$ cat src/rtl/spi_tx_pkg.sv
// Shared types and helpers for the SPI transmit path: FSM states, frame width
// helpers and the bit-order sort used for both data and CRC frames.
package spi_tx_pkg;

    localparam int unsigned MAX_DW = 64;
    localparam int unsigned MAX_LW = 6;

    typedef enum logic [1:0] {
        IDLE  = 2'd0,
        SHIFT = 2'd1,
        CRC   = 2'd2
    } tx_state_e;

    function automatic int unsigned flen_to_width(input logic [MAX_LW-1:0] flen);
        return 32'(flen) + 32'd1;
    endfunction

    function automatic logic [MAX_DW-1:0] frame_mask(input logic [MAX_LW-1:0] flen);
        return ~({MAX_DW{1'b1}} << flen_to_width(flen));
    endfunction

    // The shifter always drives bit 0 first, so MSB-first frames are reversed
    // over bits 0..flen; bits above the frame are cleared.
    function automatic logic [MAX_DW-1:0] sort_word(input logic [MAX_DW-1:0] word,
                                                    input logic              lsbf,
                                                    input logic [MAX_LW-1:0] flen);
        logic [MAX_DW-1:0] r;
        r = '0;
        for (int i = 0; i < MAX_DW; i++) begin
            if (i <= int'(flen)) begin
                r[i] = lsbf ? word[i] : word[int'(flen) - i];
            end
        end
        return r;
    endfunction

endpackage

$ cat src/rtl/spi_serial_crc.sv
// Width-selectable serial Galois CRC, one bit per enabled cycle, init to zero.
module spi_serial_crc
    import spi_tx_pkg::*;
#(
    parameter int unsigned DW = 32,
    parameter int unsigned LW = 5
) (
    input  logic          sclk_tx,
    input  logic          spi_tx_rst,
    input  logic          init,
    input  logic          en,
    input  logic          din,
    input  logic [DW-1:0] poly,
    input  logic [LW-1:0] flen,
    output logic [DW-1:0] crc,
    output logic [DW-1:0] crc_next
);

    logic [DW-1:0] crc_q;
    logic [DW-1:0] mask;
    logic          fb;

    always_comb begin
        mask     = DW'(frame_mask(MAX_LW'(flen)));
        fb       = crc_q[flen] ^ din;
        crc_next = crc_q;
        if (init) begin
            crc_next = '0;
        end else if (en) begin
            crc_next = ((crc_q << 1) ^ (poly & {DW{fb}})) & mask;
        end
    end

    always_ff @(posedge sclk_tx) begin
        if (spi_tx_rst) begin
            crc_q <= '0;
        end else begin
            crc_q <= crc_next;
        end
    end

    assign crc = crc_q;

endmodule

$ cat src/rtl/spi_txc_stream.sv
// SPI transmit shifter: TX FIFO, back-to-back variable-length frames, frame
// counting per transaction, optional trailing CRC frame and underrun zero-fill.
module spi_txc_stream
    import spi_tx_pkg::*;
#(
    parameter int unsigned DW    = 32,
    parameter int unsigned DEPTH = 4,
    parameter int unsigned CW    = 13
) (
    input  logic                  sclk_tx,
    input  logic                  spi_tx_rst,
    input  logic [DW-1:0]         wr_data,
    input  logic                  wr_valid,
    output logic                  wr_ready,
    input  logic [$clog2(DW)-1:0] frame_len,
    input  logic                  lsbf,
    input  logic                  crc_en,
    input  logic [DW-1:0]         crc_poly,
    input  logic [CW-1:0]         tnum_max,
    input  logic                  rxonly,
    output logic                  shift_out,
    output logic                  txe,
    output logic                  tx_start,
    output logic                  tx_busy,
    output logic                  tx_crc_phase,
    output logic                  tx_done,
    output logic                  underrun,
    output logic [DW-1:0]         crc_out
);

    localparam int unsigned LW = $clog2(DW);
    localparam int unsigned AW = $clog2(DEPTH);
    localparam logic [AW:0] FULL_CNT = (AW + 1)'(DEPTH);

    logic [DW-1:0] fifo_mem [DEPTH];
    logic [AW-1:0] wptr_q, rptr_q;
    logic [AW:0]   count_q;
    logic          rxonly_q, flush, push, pop;

    tx_state_e     state_q, state_d;
    logic [DW-1:0] sreg_q, sreg_d;
    logic [LW-1:0] bit_cnt_q, bit_cnt_d;
    logic [CW-1:0] frame_cnt_q, frame_cnt_d, cnt_inc;
    logic          tx_done_q, tx_done_d;
    logic          start, last, crc_init;

    logic [LW-1:0] flen_q, flen_sel;
    logic          lsbf_q, lsbf_sel, crc_en_q;
    logic [CW-1:0] tnum_q;
    logic [DW-1:0] poly_q;
    logic [DW-1:0] head_word, crc_word, crc_next;

    assign wr_ready = (count_q != FULL_CNT);
    assign txe      = (count_q == '0);
    // Flush once on entry to rxonly so the FIFO can be refilled while held.
    assign flush    = rxonly & ~rxonly_q;
    assign push     = wr_valid & wr_ready & ~flush;

    always_ff @(posedge sclk_tx) begin
        if (spi_tx_rst) begin
            wptr_q   <= '0;
            rptr_q   <= '0;
            count_q  <= '0;
            rxonly_q <= 1'b0;
        end else begin
            rxonly_q <= rxonly;
            if (flush) begin
                wptr_q  <= '0;
                rptr_q  <= '0;
                count_q <= '0;
            end else begin
                if (push) wptr_q <= wptr_q + 1'b1;
                if (pop)  rptr_q <= rptr_q + 1'b1;
                count_q <= count_q + (AW + 1)'(push) - (AW + 1)'(pop);
            end
        end
    end

    always_ff @(posedge sclk_tx) begin
        if (push) fifo_mem[wptr_q] <= wr_data;
    end

    // Live configuration is used on the IDLE pop, shadows afterwards.
    always_comb begin
        flen_sel  = (state_q == IDLE) ? frame_len : flen_q;
        lsbf_sel  = (state_q == IDLE) ? lsbf : lsbf_q;
        head_word = DW'(sort_word(MAX_DW'(fifo_mem[rptr_q]), lsbf_sel, MAX_LW'(flen_sel)));
        crc_word  = DW'(sort_word(MAX_DW'(crc_next), lsbf_q, MAX_LW'(flen_q)));
    end

    always_comb begin
        state_d     = state_q;
        sreg_d      = sreg_q >> 1;
        bit_cnt_d   = bit_cnt_q;
        frame_cnt_d = frame_cnt_q;
        tx_done_d   = 1'b0;
        pop         = 1'b0;
        start       = 1'b0;
        crc_init    = 1'b0;
        tx_start    = 1'b0;
        underrun    = 1'b0;
        last        = (bit_cnt_q == flen_q);
        cnt_inc     = frame_cnt_q + 1'b1;

        unique case (state_q)
            IDLE: begin
                sreg_d = sreg_q;
                if (!rxonly && !txe) begin
                    pop         = 1'b1;
                    start       = 1'b1;
                    crc_init    = 1'b1;
                    tx_start    = 1'b1;
                    sreg_d      = head_word;
                    bit_cnt_d   = '0;
                    frame_cnt_d = '0;
                    state_d     = SHIFT;
                end
            end
            SHIFT: begin
                bit_cnt_d = bit_cnt_q + 1'b1;
                if (last) begin
                    bit_cnt_d   = '0;
                    frame_cnt_d = (tnum_q != '0 && cnt_inc >= tnum_q) ? tnum_q : cnt_inc;
                    if (tnum_q != '0 && cnt_inc == tnum_q) begin
                        if (crc_en_q) begin
                            sreg_d  = crc_word;
                            state_d = CRC;
                        end else begin
                            state_d   = IDLE;
                            tx_done_d = 1'b1;
                        end
                    end else if (!txe) begin
                        pop      = 1'b1;
                        tx_start = 1'b1;
                        sreg_d   = head_word;
                    end else if (tnum_q == '0) begin
                        state_d   = IDLE;
                        tx_done_d = 1'b1;
                    end else begin
                        sreg_d   = '0;
                        underrun = 1'b1;
                    end
                end
            end
            CRC: begin
                bit_cnt_d = bit_cnt_q + 1'b1;
                if (last) begin
                    bit_cnt_d = '0;
                    state_d   = IDLE;
                    tx_done_d = 1'b1;
                end
            end
            default: state_d = IDLE;
        endcase

        if (rxonly) begin
            state_d   = IDLE;
            bit_cnt_d = '0;
            tx_done_d = 1'b0;
            pop       = 1'b0;
            start     = 1'b0;
            crc_init  = 1'b0;
            tx_start  = 1'b0;
            underrun  = 1'b0;
        end
    end

    always_ff @(posedge sclk_tx) begin
        if (spi_tx_rst) begin
            state_q     <= IDLE;
            sreg_q      <= '0;
            bit_cnt_q   <= '0;
            frame_cnt_q <= '0;
            tx_done_q   <= 1'b0;
            flen_q      <= '0;
            lsbf_q      <= 1'b0;
            crc_en_q    <= 1'b0;
            tnum_q      <= '0;
            poly_q      <= '0;
        end else begin
            state_q     <= state_d;
            sreg_q      <= sreg_d;
            bit_cnt_q   <= bit_cnt_d;
            frame_cnt_q <= frame_cnt_d;
            tx_done_q   <= tx_done_d;
            if (start) begin
                flen_q   <= frame_len;
                lsbf_q   <= lsbf;
                crc_en_q <= crc_en;
                tnum_q   <= tnum_max;
                poly_q   <= crc_poly;
            end
        end
    end

    spi_serial_crc #(
        .DW(DW),
        .LW(LW)
    ) u_crc (
        .sclk_tx   (sclk_tx),
        .spi_tx_rst(spi_tx_rst),
        .init      (crc_init),
        .en        (state_q == SHIFT),
        .din       (sreg_q[0]),
        .poly      (poly_q),
        .flen      (flen_q),
        .crc       (crc_out),
        .crc_next  (crc_next)
    );

    assign shift_out    = (state_q != IDLE) && sreg_q[0];
    assign tx_busy      = (state_q != IDLE);
    assign tx_crc_phase = (state_q == CRC);
    assign tx_done      = tx_done_q;

endmodule

$ cat config.mk
export PLATFORM = sky130hd
export DESIGN_NAME = spi_txc_stream
export DESIGN_NICKNAME = d
export VERILOG_FILES = /design/src/rtl/spi_tx_pkg.sv /design/src/rtl/spi_serial_crc.sv /design/src/rtl/spi_txc_stream.sv
export SDC_FILE = /design/constraint.sdc
export NUM_CORES = 1
export LEC_CHECK = 0
export BUFFER_PORTS_ARGS = -buffer_cell sky130_fd_sc_hd__clkbuf_2
export CORE_MARGIN = 10
export CORE_UTILIZATION = 35
export CTS_CLUSTER_SIZE = 12
export DETAILED_ROUTE_END_ITERATION = 8
export SLEW_MARGIN = 20
export SYNTH_ARGS = -nofsm -noshare
export SYNTH_HDL_FRONTEND = slang
export SYNTH_SLANG_ARGS = --single-unit
$ cat constraint.sdc
create_clock -name sclk_tx -period 6.5 [get_ports sclk_tx]
set_input_delay 0.65 -clock sclk_tx [delete_from_list [all_inputs] [get_ports sclk_tx]]
set_output_delay 0.65 -clock sclk_tx [all_outputs]
set_load 0.01 [all_outputs]
## Word level (Yosys, flattened, before mapping)

Memory sizes are Yosys's and may differ from the RTL's. A register that Yosys moved wholly into a read port is not among the register bits.
Cells that the tools add are included.

| word-level totals | value |
|---|---|
| register bits | 145 |
| bits in writable memories | 128 |
| bits of input ports | 88 |
| output and inout bits | 40 |
| word-level logic and storage cells | 622 |
| memories | 1 |

Memories:

| name | words | width | rd ports | clocked after Yosys merged registers in | wr ports | RTL line | RTL |
|---|---|---|---|---|---|---|---|
| fifo_mem | 4 | 32 | 1 | 1 | 1 | spi_txc_stream.sv:35 | `logic [DW-1:0] fifo_mem [DEPTH];` |

| cells by class | value |
|---|---|
| add/subtract/negate cells | 69 |
| $lt $le $gt $ge | 128 |
| eq/ne operators | 10 |
| shift operators | 1 |
| mux-type cells | 369 |
| bitwise logic cells | 10 |
| reductions and logical operators | 19 |

Operator list:

| cell | number |
|---|---|
| $lt A6 B8 Y1 const B | 62 |
| $bmux W1 S6 | 62 |
| $mux W1 | 275 |
| $mux W32 | 7 |
| $sub A5 B5 Y6 const B | 32 |
| $le A5 B5 Y1 const A | 32 |
| $sub A5 B4 Y6 const B | 16 |
| $le A4 B5 Y1 const A | 16 |
| $and A32 B32 Y32 | 2 |
| $pmux W32 S2 | 1 |
| $shl A64 B32 Y32 const A | 1 |
| $sub A5 B3 Y6 const B | 8 |
| $le A3 B5 Y1 const A | 8 |
| $mux W13 | 3 |
| $not A32 Y32 | 1 |
| $xor A32 B32 Y32 | 1 |
| $mux W31 | 1 |
| $pmux W13 S2 | 1 |
| $sub A5 B2 Y6 const B | 4 |
| $le A2 B5 Y1 const A | 4 |
| $mux W2 | 9 |
| $bmux W1 S5 | 3 |
| $mux W5 | 3 |
| $lt A5 B7 Y1 const B | 2 |
| 34 further kinds | 52 |

## Depth between registers and ports, before layout

Gate-level depths: netlist (run 1).

| logic depth | value |
|---|---|
| word-level depth | 17 |
| depth in mapped cells | 22 |
| depth with buffers taken out | 18 |

## Hierarchy

Synthesis (run 1) repeated with hierarchy kept, for this count alone.

| second synthesis, totals | value |
|---|---|
| cells, all modules | 2289 |
| area total of the unflattened synthesis | 21152.8 um^2 |

Modules (own cells, without submodules):

| module | instances | cells an instance | area each (um^2) | sequential area each (um^2) |
|---|---|---|---|---|
| spi_txc_stream | 1 | 1908 | 18343.8 | 6145.9 |
| spi_serial_crc | 1 | 381 | 2808.9 | 640.6 |

## Worst setup path after synthesis (run 1)

OpenSTA, ideal clock, no wires.

| timing | value |
|---|---|
| kind | register to register |
| start point | reg state_q[0] |
| end point | reg sreg_q[11] |
| library setup time | 0.058 ns |
| arrival | 4.802 ns |
| required time | 6.442 ns |
| slack | 1.641 ns |
| cell stages (with the launch flop) | 20 |
| buffers on the path | 4 |
| clock period less this slack | 4.859 ns |
| cells stage by stage | dfxtp_1 > inv_1 > ha_1 > buf_2 > mux2i_2 > clkbuf_1 > clkinv_1 > clkbuf_1 > ha_1 > clkbuf_1 > xnor2_1 > mux4_2 > nor2b_1 > a2111oi_0 > a21oi_1 > a21oi_1 > a221o_1 > o21ai_0 > a21oi_1 > o21a_1 |

| between the ends | value |
|---|---|
| longest elaborated chain between the ends | 13 |
| elaborated cells between the ends (all ways) | 27 |
| classes of those cells | add/sub (1); order compare (1); eq/ne (2); mux (22); reduce/logical (1) |

Ends and longest elaborated chain:

| what | RTL line | RTL |
|---|---|---|
| start, declared | spi_txc_stream.sv:40 | `tx_state_e state_q, state_d;` |
| start signal, assigned | spi_txc_stream.sv:181 | `state_q <= state_d;` |
| branches (longest 13 deep; another with $sub A5 B4 Y6) | n/a |  |
| end signal, assigned | spi_txc_stream.sv:182 | `sreg_q <= sreg_d;` |
| end, declared | spi_txc_stream.sv:41 | `logic [DW-1:0] sreg_q, sreg_d;` |

Parallel ways; which one is timed is not known. The select of a mux whose other input is x is not followed.
A chain may end at the register's enable or synchronous reset.

## Worst setup path in the final report (run 1)

| timing | value |
|---|---|
| start point | reg flen_q[1] |
| end point | reg sreg_q[30] |

| between the ends | value |
|---|---|
| longest elaborated chain between the ends | 17 |
| elaborated cells between the ends (all ways) | 33 |
| classes of those cells | add/sub (3); order compare (2); eq/ne (1); shift (1); mux (21); bitwise (5) |

Ends and longest elaborated chain:

| what | RTL line | RTL |
|---|---|---|
| start, declared | spi_txc_stream.sv:47 | `logic [LW-1:0] flen_q, flen_sel;` |
| start signal, assigned | spi_txc_stream.sv:187 | `flen_q <= frame_len;` |
| branches (longest 16 deep; another with $add A5 B1 Y6) | n/a |  |
| $pmux W32 S2 * | spi_txc_stream.sv:105 | `unique case (state_q)` |

Every way passes the cells marked *. The select of a mux whose other input is x is not followed.

==> results.py, run 1 <==
metrics = {
    "run_status": {
        "status": "completed",
    },
    "floorplan": {
        "ioPinCount": 128,
        "start_util_pct": 35.5,
        "dieHeight_um": 276,
        "std_cell_rows": 93,
        "die_w_um": 276,
        "die_area_um2": 76300,
        "core_area_um2": 64700,
    },
    "sta": {
        "fin_crit_sh_pct": 92.2,
        "max_freq_mhz": 167,
        "setup_violations": 0,
        "final.setup_skew_ns": 0.0358,
        "tightest_slew_ns": 1.18,
        "relSlewSlack_pct": 21.0,
        "setup_tns_ns": 0,
        "layout_min_cycle_time_ns": 5.99,
        "rsz0062_at_grt": "false",
        "maxSlewViolCount": 0,
        "hold_viol": 0,
    },
    "placed_design": {
        "port_buffers": 127,
        "dp_hpwl_um": 75700,
        "dp_cells": 3594,
        "place.gp.congestion": 1.04,
    },
    "synthesis": {
        "synth_nets": 2908,
        "ys_warn_count": 0,
        "netlist.area_leader.share_pct": 16.7,
        "ys_ff_latch": 275,
        "yosysTopAreaCell": "edfxtp_1",
        "avgSynthCellArea_um2": 8.41,
        "synth_cell_types": 96,
        "synth-edff-count": 128,
        "synth_area_leaders": "edfxtp_1 17%, dfxtp_1 13%, mux4_2 7.4%",
        "synth_ff_type": "dfxtp_1",
        "synthesis.area_um2": 23000,
        "syn_inst": 2732,
        "synth_seq_area_share_pct": 29.5,
        "synthArstFlopShare_pct": 0,
    },
    "drt": {
        "avgViaCountPerCell": 6.52,
        "drc": 0,
        "detail-route-antenna-nets": 0,
        "routed_wl_um": 103000,
        "via_count": 23900,
        "dr.pass1.iters": 6,
        "drtIter0Drc": 2996,
        "wl_per_cell_um": 28.1,
    },
    "clock_network": {
        "cts_tree": "yes",
        "holdBufCountCts": 0,
        "clk_pin_slew_ns": 0.07,
        "post_cts_resized": 0,
        "post-cts-setup-buffers": 0,
        "clk_path_buf_depth": 3,
        "insertion_delay_ns": 0.59,
        "cts_sinks": 275,
        "cts_root_buf": "clkbuf_16",
        "numCtsBuffers": 37,
        "htreeDepth": 2,
    },
    "global_routing": {
        "grt_pass1_wl_um": 152000,
        "grt_pass1_vias": 22500,
        "met3_usage_pct": 5.75,
        "top_usage_layer": "met2",
        "antenna_found_initial": 3,
        "met2_usage_pct": 37.9,
        "grt_max_degree": 82,
        "track_usage_pct": 25.5,
        "use_met1_pct": 33.7,
        "grt-ovfl-total": 0,
    },
    "layout": {
        "layout_common_cells": "372 x nand2_1, 239 x a21oi_1, 213 x nor2_1",
        "final_nets": 2954,
        "postLayoutCoreUtil_pct": 40.0,
        "layout.cells.non_filler": 3661,
        "area_growth_pct": 12.7,
        "layout-drive-gt1-share_pct": 16.6,
        "final_common_cell": "nand2_1",
    },
    "worst_setup_path": {
        "cp_max_fo": 28,
        "arrival_ns": 6.41,
        "crit_type": "register to register",
        "cp-end-kind": "register",
        "cp_data_required_time_ns": 6.92,
        "cp-start-kind": "register",
    },
    "power_and_ir_drop": {
        "peakVddDrop_mv": 0.242,
        "total_leakage_power_uw": 0.00917,
        "powerDensity_nw_per_um2": 315,
    },
    "hold_path": {
        "hold_class": "input pin to register",
    },
    "job": {
        "cap_violations": 0,
    },
}
[worst max-delay path: stages (launching register included)]
cell       delay [ns]
dfxtp_4          0.65
ha_1             0.59
inv_1            0.24
nor2_1           0.26
ha_1             0.39
inv_1            0.19
nor2_1           0.61
a2111oi_2        0.17
nand4_1          0.14
a21oi_1          0.06
nor4_1           0.65
nand2_1          0.21
o21ai_0          0.24
o221ai_1         0.25
mux2i_1          0.19
mux2i_1          0.21
a21oi_1          0.63
o31ai_1          0.12
[synthesized netlist by cell type, types with 11 or more instances]
library cell	number
buf_2	17
and2_1	20
a21o_1	16
nand4_1	35
o21ai_0	115
edfxtp_1	128
dfxtp_1	147
mux4_2	76
a22oi_1	27
or3_1	17
nand2_1	372
xor2_1	17
a31oi_1	42
nor2b_1	28
o31ai_1	16
a32oi_1	15
o211ai_1	26
a221o_1	21
mux2_2	40
nor3_1	67
a21oi_1	240
mux2i_1	114
nor2_1	215
nand3_1	97
ha_1	87
xnor2_1	58
nand2b_1	16
a31o_2	11
a211oi_1	37
clkbuf_1	164
inv_1	72
a2111oi_0	12
buf_1	30
o21a_1	15
and3_1	38
nor4_1	17
a221oi_1	51
o22ai_1	17
[area by class of cell]
cell class	instances	area, µm²
fill	6544	38800
sequential	275	6790
clock buffer	40	947
multi-input combinational	2163	15100
inverter	77	289
clock inverter	26	329
timing repair buffer	224	1380
tap	855	1070
antenna	1	2.50
[where the power goes]
part / total, µW / internal, µW / leakage, µW / switching [µW]
logic: 3820 / 1250 / 0.00619 / 2580
registers: 2160 / 1970 / 0.00236 / 194
clock network: 2170 / 1270 / 0.000618 / 891
[metrics by stage]
stage	worst slack [ns]	instance area [µm²]	hold slack (ns)	power [µW]
after CTS	0.855	25900	0.260	8050
after floorplan	1.64	23000	0.432	4550
after detailed placement	0.892	24600	0.461	5860
after global placement	0.777	24600	0.446	5830
final	0.509	25900	0.289	8150
after global routing	0.285	25900	0.282	8460
[flip-flops by register name (all words and copies together), names as in the netlist, named ones only]
register / cells
lsbf_q: 1
bit_cnt_q: 5
tnum_q: 13
crc_en_q: 1
count_q: 3
flen_q: 5
rptr_q: 2
state_q: 2
poly_q: 32
tx_done: 1
frame_cnt_q: 13
wptr_q: 2
rxonly_q: 1
sreg_q: 32
fifo_mem: 128
u_crc.crc: 32
[metal layers]
metal	wire length, µm	share of wire (%)	vias to the layer above
met1	41700	40	11600
li1	-	-	10400
met5	45	0.044	-
met2	44100	43	1535
met4	6430	6.2	6
met3	10800	10	312
[worst paths after layout]
kind / slack [ns] / depth (start not counted) / startpoint / endpoint
worst max-delay path: 0.51 / 17 / flen_q[1] / sreg_q[30]
worst min-delay path: 0.29 / 3 / crc_poly[23] / poly_q[23]
worst max register to register: 0.51 / 17 / flen_q[1] / sreg_q[30]
worst min register to register: 0.47 / 2 / poly_q[5] / poly_q[5]
[kinds of logic after synthesis]
group | share of synthesized area [%]
flip-flops | 29.5
AO/OA/AOI/OAI | 23.3
buffers and inverters | 5.11
AND/OR/NAND/NOR | 19.9
XOR/XNOR | 2.86
multiplexers | 14.5
adder cells (fa/ha/maj) | 4.82
Power figures use the tool's default switching activity.
==> inputs of run 2 (changes only) <==
--- a/config.mk
+++ b/config.mk
@@ -6,10 +6,15 @@
 export NUM_CORES = 1
 export LEC_CHECK = 0
 export BUFFER_PORTS_ARGS = -buffer_cell sky130_fd_sc_hd__clkbuf_2
+export CELL_PAD_IN_SITES_DETAIL_PLACEMENT = 0
+export CELL_PAD_IN_SITES_GLOBAL_PLACEMENT = 1
+export CORE_ASPECT_RATIO = 0.6
 export CORE_MARGIN = 10
 export CORE_UTILIZATION = 35
 export CTS_CLUSTER_SIZE = 12
 export DETAILED_ROUTE_END_ITERATION = 8
+export HOLD_SLACK_MARGIN = 0.12
+export PLACE_DENSITY_LB_ADDON = 0.1
 export SLEW_MARGIN = 20
 export SYNTH_ARGS = -nofsm -noshare
 export SYNTH_HDL_FRONTEND = slang
==> results.py, run 2 (same netlist as run 1, synthesis figures left out) <==
metrics = {
    "clock_network": {
        "post_cts_resized": 0,
        "insertion_delay_ns": 0.58,
        "clk_pin_slew_ns": 0.07,
        "cts_root_buf": "clkbuf_16",
        "cts_sinks": 275,
        "htreeDepth": 2,
        "numCtsBuffers": 34,
        "holdBufCountCts": 0,
        "post-cts-setup-buffers": 0,
        "clk_path_buf_depth": 3,
        "cts_tree": "yes",
    },
    "sta": {
        "final.setup_skew_ns": 0.0270,
        "setup_violations": 0,
        "maxSlewViolCount": 0,
        "relSlewSlack_pct": 15.9,
        "tightest_slew_ns": 1.26,
        "fin_crit_sh_pct": 95.8,
        "hold_viol": 0,
        "setup_tns_ns": 0,
        "whs_ns": 0.297,
        "max_freq_mhz": 161,
        "rsz0062_at_grt": "false",
        "layout_min_cycle_time_ns": 6.23,
    },
    "global_routing": {
        "grt_max_degree": 69,
        "track_usage_pct": 30.4,
        "grt-ovfl-total": 0,
        "antenna_found_initial": 5,
        "grt_pass1_wl_um": 170000,
        "grt_pass1_vias": 22200,
    },
    "power_and_ir_drop": {
        "peakVddDrop_mv": 0.185,
        "pwr-share-seq_pct": 25.4,
        "switching_share_pct": 47.9,
        "p_clk_share_pct": 23.7,
        "pwr-share-comb_pct": 50.9,
        "total_leakage_power_uw": 0.00926,
        "total_power_uw": 8510,
        "p_int_uw": 4440,
        "powerDensity_nw_per_um2": 327,
        "p_switching_uw": 4080,
    },
    "worst_setup_path": {
        "cp_max_fo": 32,
        "cp-end-kind": "register",
        "cp-start-kind": "register",
        "cp_data_required_time_ns": 7.01,
        "crit_type": "register to register",
        "arrival_ns": 6.74,
    },
    "job": {
        "cap_violations": 0,
    },
    "floorplan": {
        "std_cell_rows": 72,
        "die_area_um2": 76600,
        "start_util_pct": 35.5,
        "die_w_um": 351,
        "dieHeight_um": 218,
        "core_area_um2": 64700,
        "ioPinCount": 128,
    },
    "layout": {
        "area_growth_pct": 13.2,
        "layout_common_cells": "372 x nand2_1, 239 x a21oi_1, 211 x nor2_1",
        "final_nets": 2982,
        "final_common_cell": "nand2_1",
        "top_register": "fifo_mem",
        "antenna_cells": 0,
        "largest_reg_flops": 128,
        "layout.cells.non_filler": 3682,
        "layout-drive-gt1-share_pct": 17.4,
    },
    "drt": {
        "wl_per_cell_um": 32.9,
        "avgViaCountPerCell": 6.65,
        "drc": 0,
        "detail-route-antenna-nets": 0,
        "dr.pass1.iters": 6,
        "routed_wl_um": 121000,
        "via_count": 24500,
        "drtIter0Drc": 3711,
    },
    "placed_design": {
        "dp_cells": 3621,
        "port_buffers": 127,
        "dp_hpwl_um": 93100,
        "place.gp.congestion": 1.06,
    },
    "hold_path": {
        "hold_class": "input pin to register",
    },
    "run_status": {
        "status": "completed",
    },
}
==> run 2: cell type report <==
type	count	area (µm²)
well taps	851	1060
multi-input cells	2163	15100
fillers	6578	38700
repair buffers	255	1620
flip-flops and latches	275	6790
inverters	77	289
clock inverters	13	155
clock buffers	48	966
==> run 2: power by group through the flow <==
stage | sequential, µW | clock [µW] | combinational (µW)
floorplan | 2090 | 0 | 2470
global placement | 2180 | 0 | 4060
detailed placement | 2180 | 0 | 4060
CTS | 2150 | 2060 | 4080
global route | 2170 | 2120 | 4470
finish | 2160 | 2010 | 4340
==> run 2: path summary, 6_finish.rpt <==
check | slack (ns) | cells after the start | endpoint | from
worst min-delay path | 0.30 | 3 | poly_q[4] | crc_poly[4]
worst max-delay path | 0.27 | 13 | sreg_q[6] | flen_q[1]
worst max register to register | 0.27 | 13 | sreg_q[6] | flen_q[1]
worst min register to register | 0.46 | 2 | poly_q[5] | poly_q[5]
==> run 2: critical path, cell delays in order (launching register included) <==
cell	delay (ns)
dfxtp_4	0.73
ha_1	0.28
inv_1	0.15
ha_1	0.55
nor2_1	0.74
o21ai_0	0.49
nor3_1	0.33
nand4_1	0.19
a31oi_1	0.53
mux2i_1	0.15
mux4_2	0.55
mux2_2	0.30
nor4b_1	0.92
or4_1	0.21
==> run 2: metal layers <==
layer / wire length [µm] / global-route usage (%) / up-vias
met5: 59 / 0 / -
met3: 19700 / 14.7 / 123
met1: 57900 / 47.7 / 12200
met4: 1690 / 4.81 / 8
met2: 41700 / 35.5 / 1696
li1: - / - / 10500
==> run 2: metrics by stage <==
step	area [µm²]	worst slack, ns	utilization [%]
floorplan	23000	1.64	-
global placement	24900	0.617	38.4
detailed placement	24900	0.581	38.5
CTS	26000	0.554	40.2
global route	26000	0.211	40.2
finish	26000	0.272	40.2
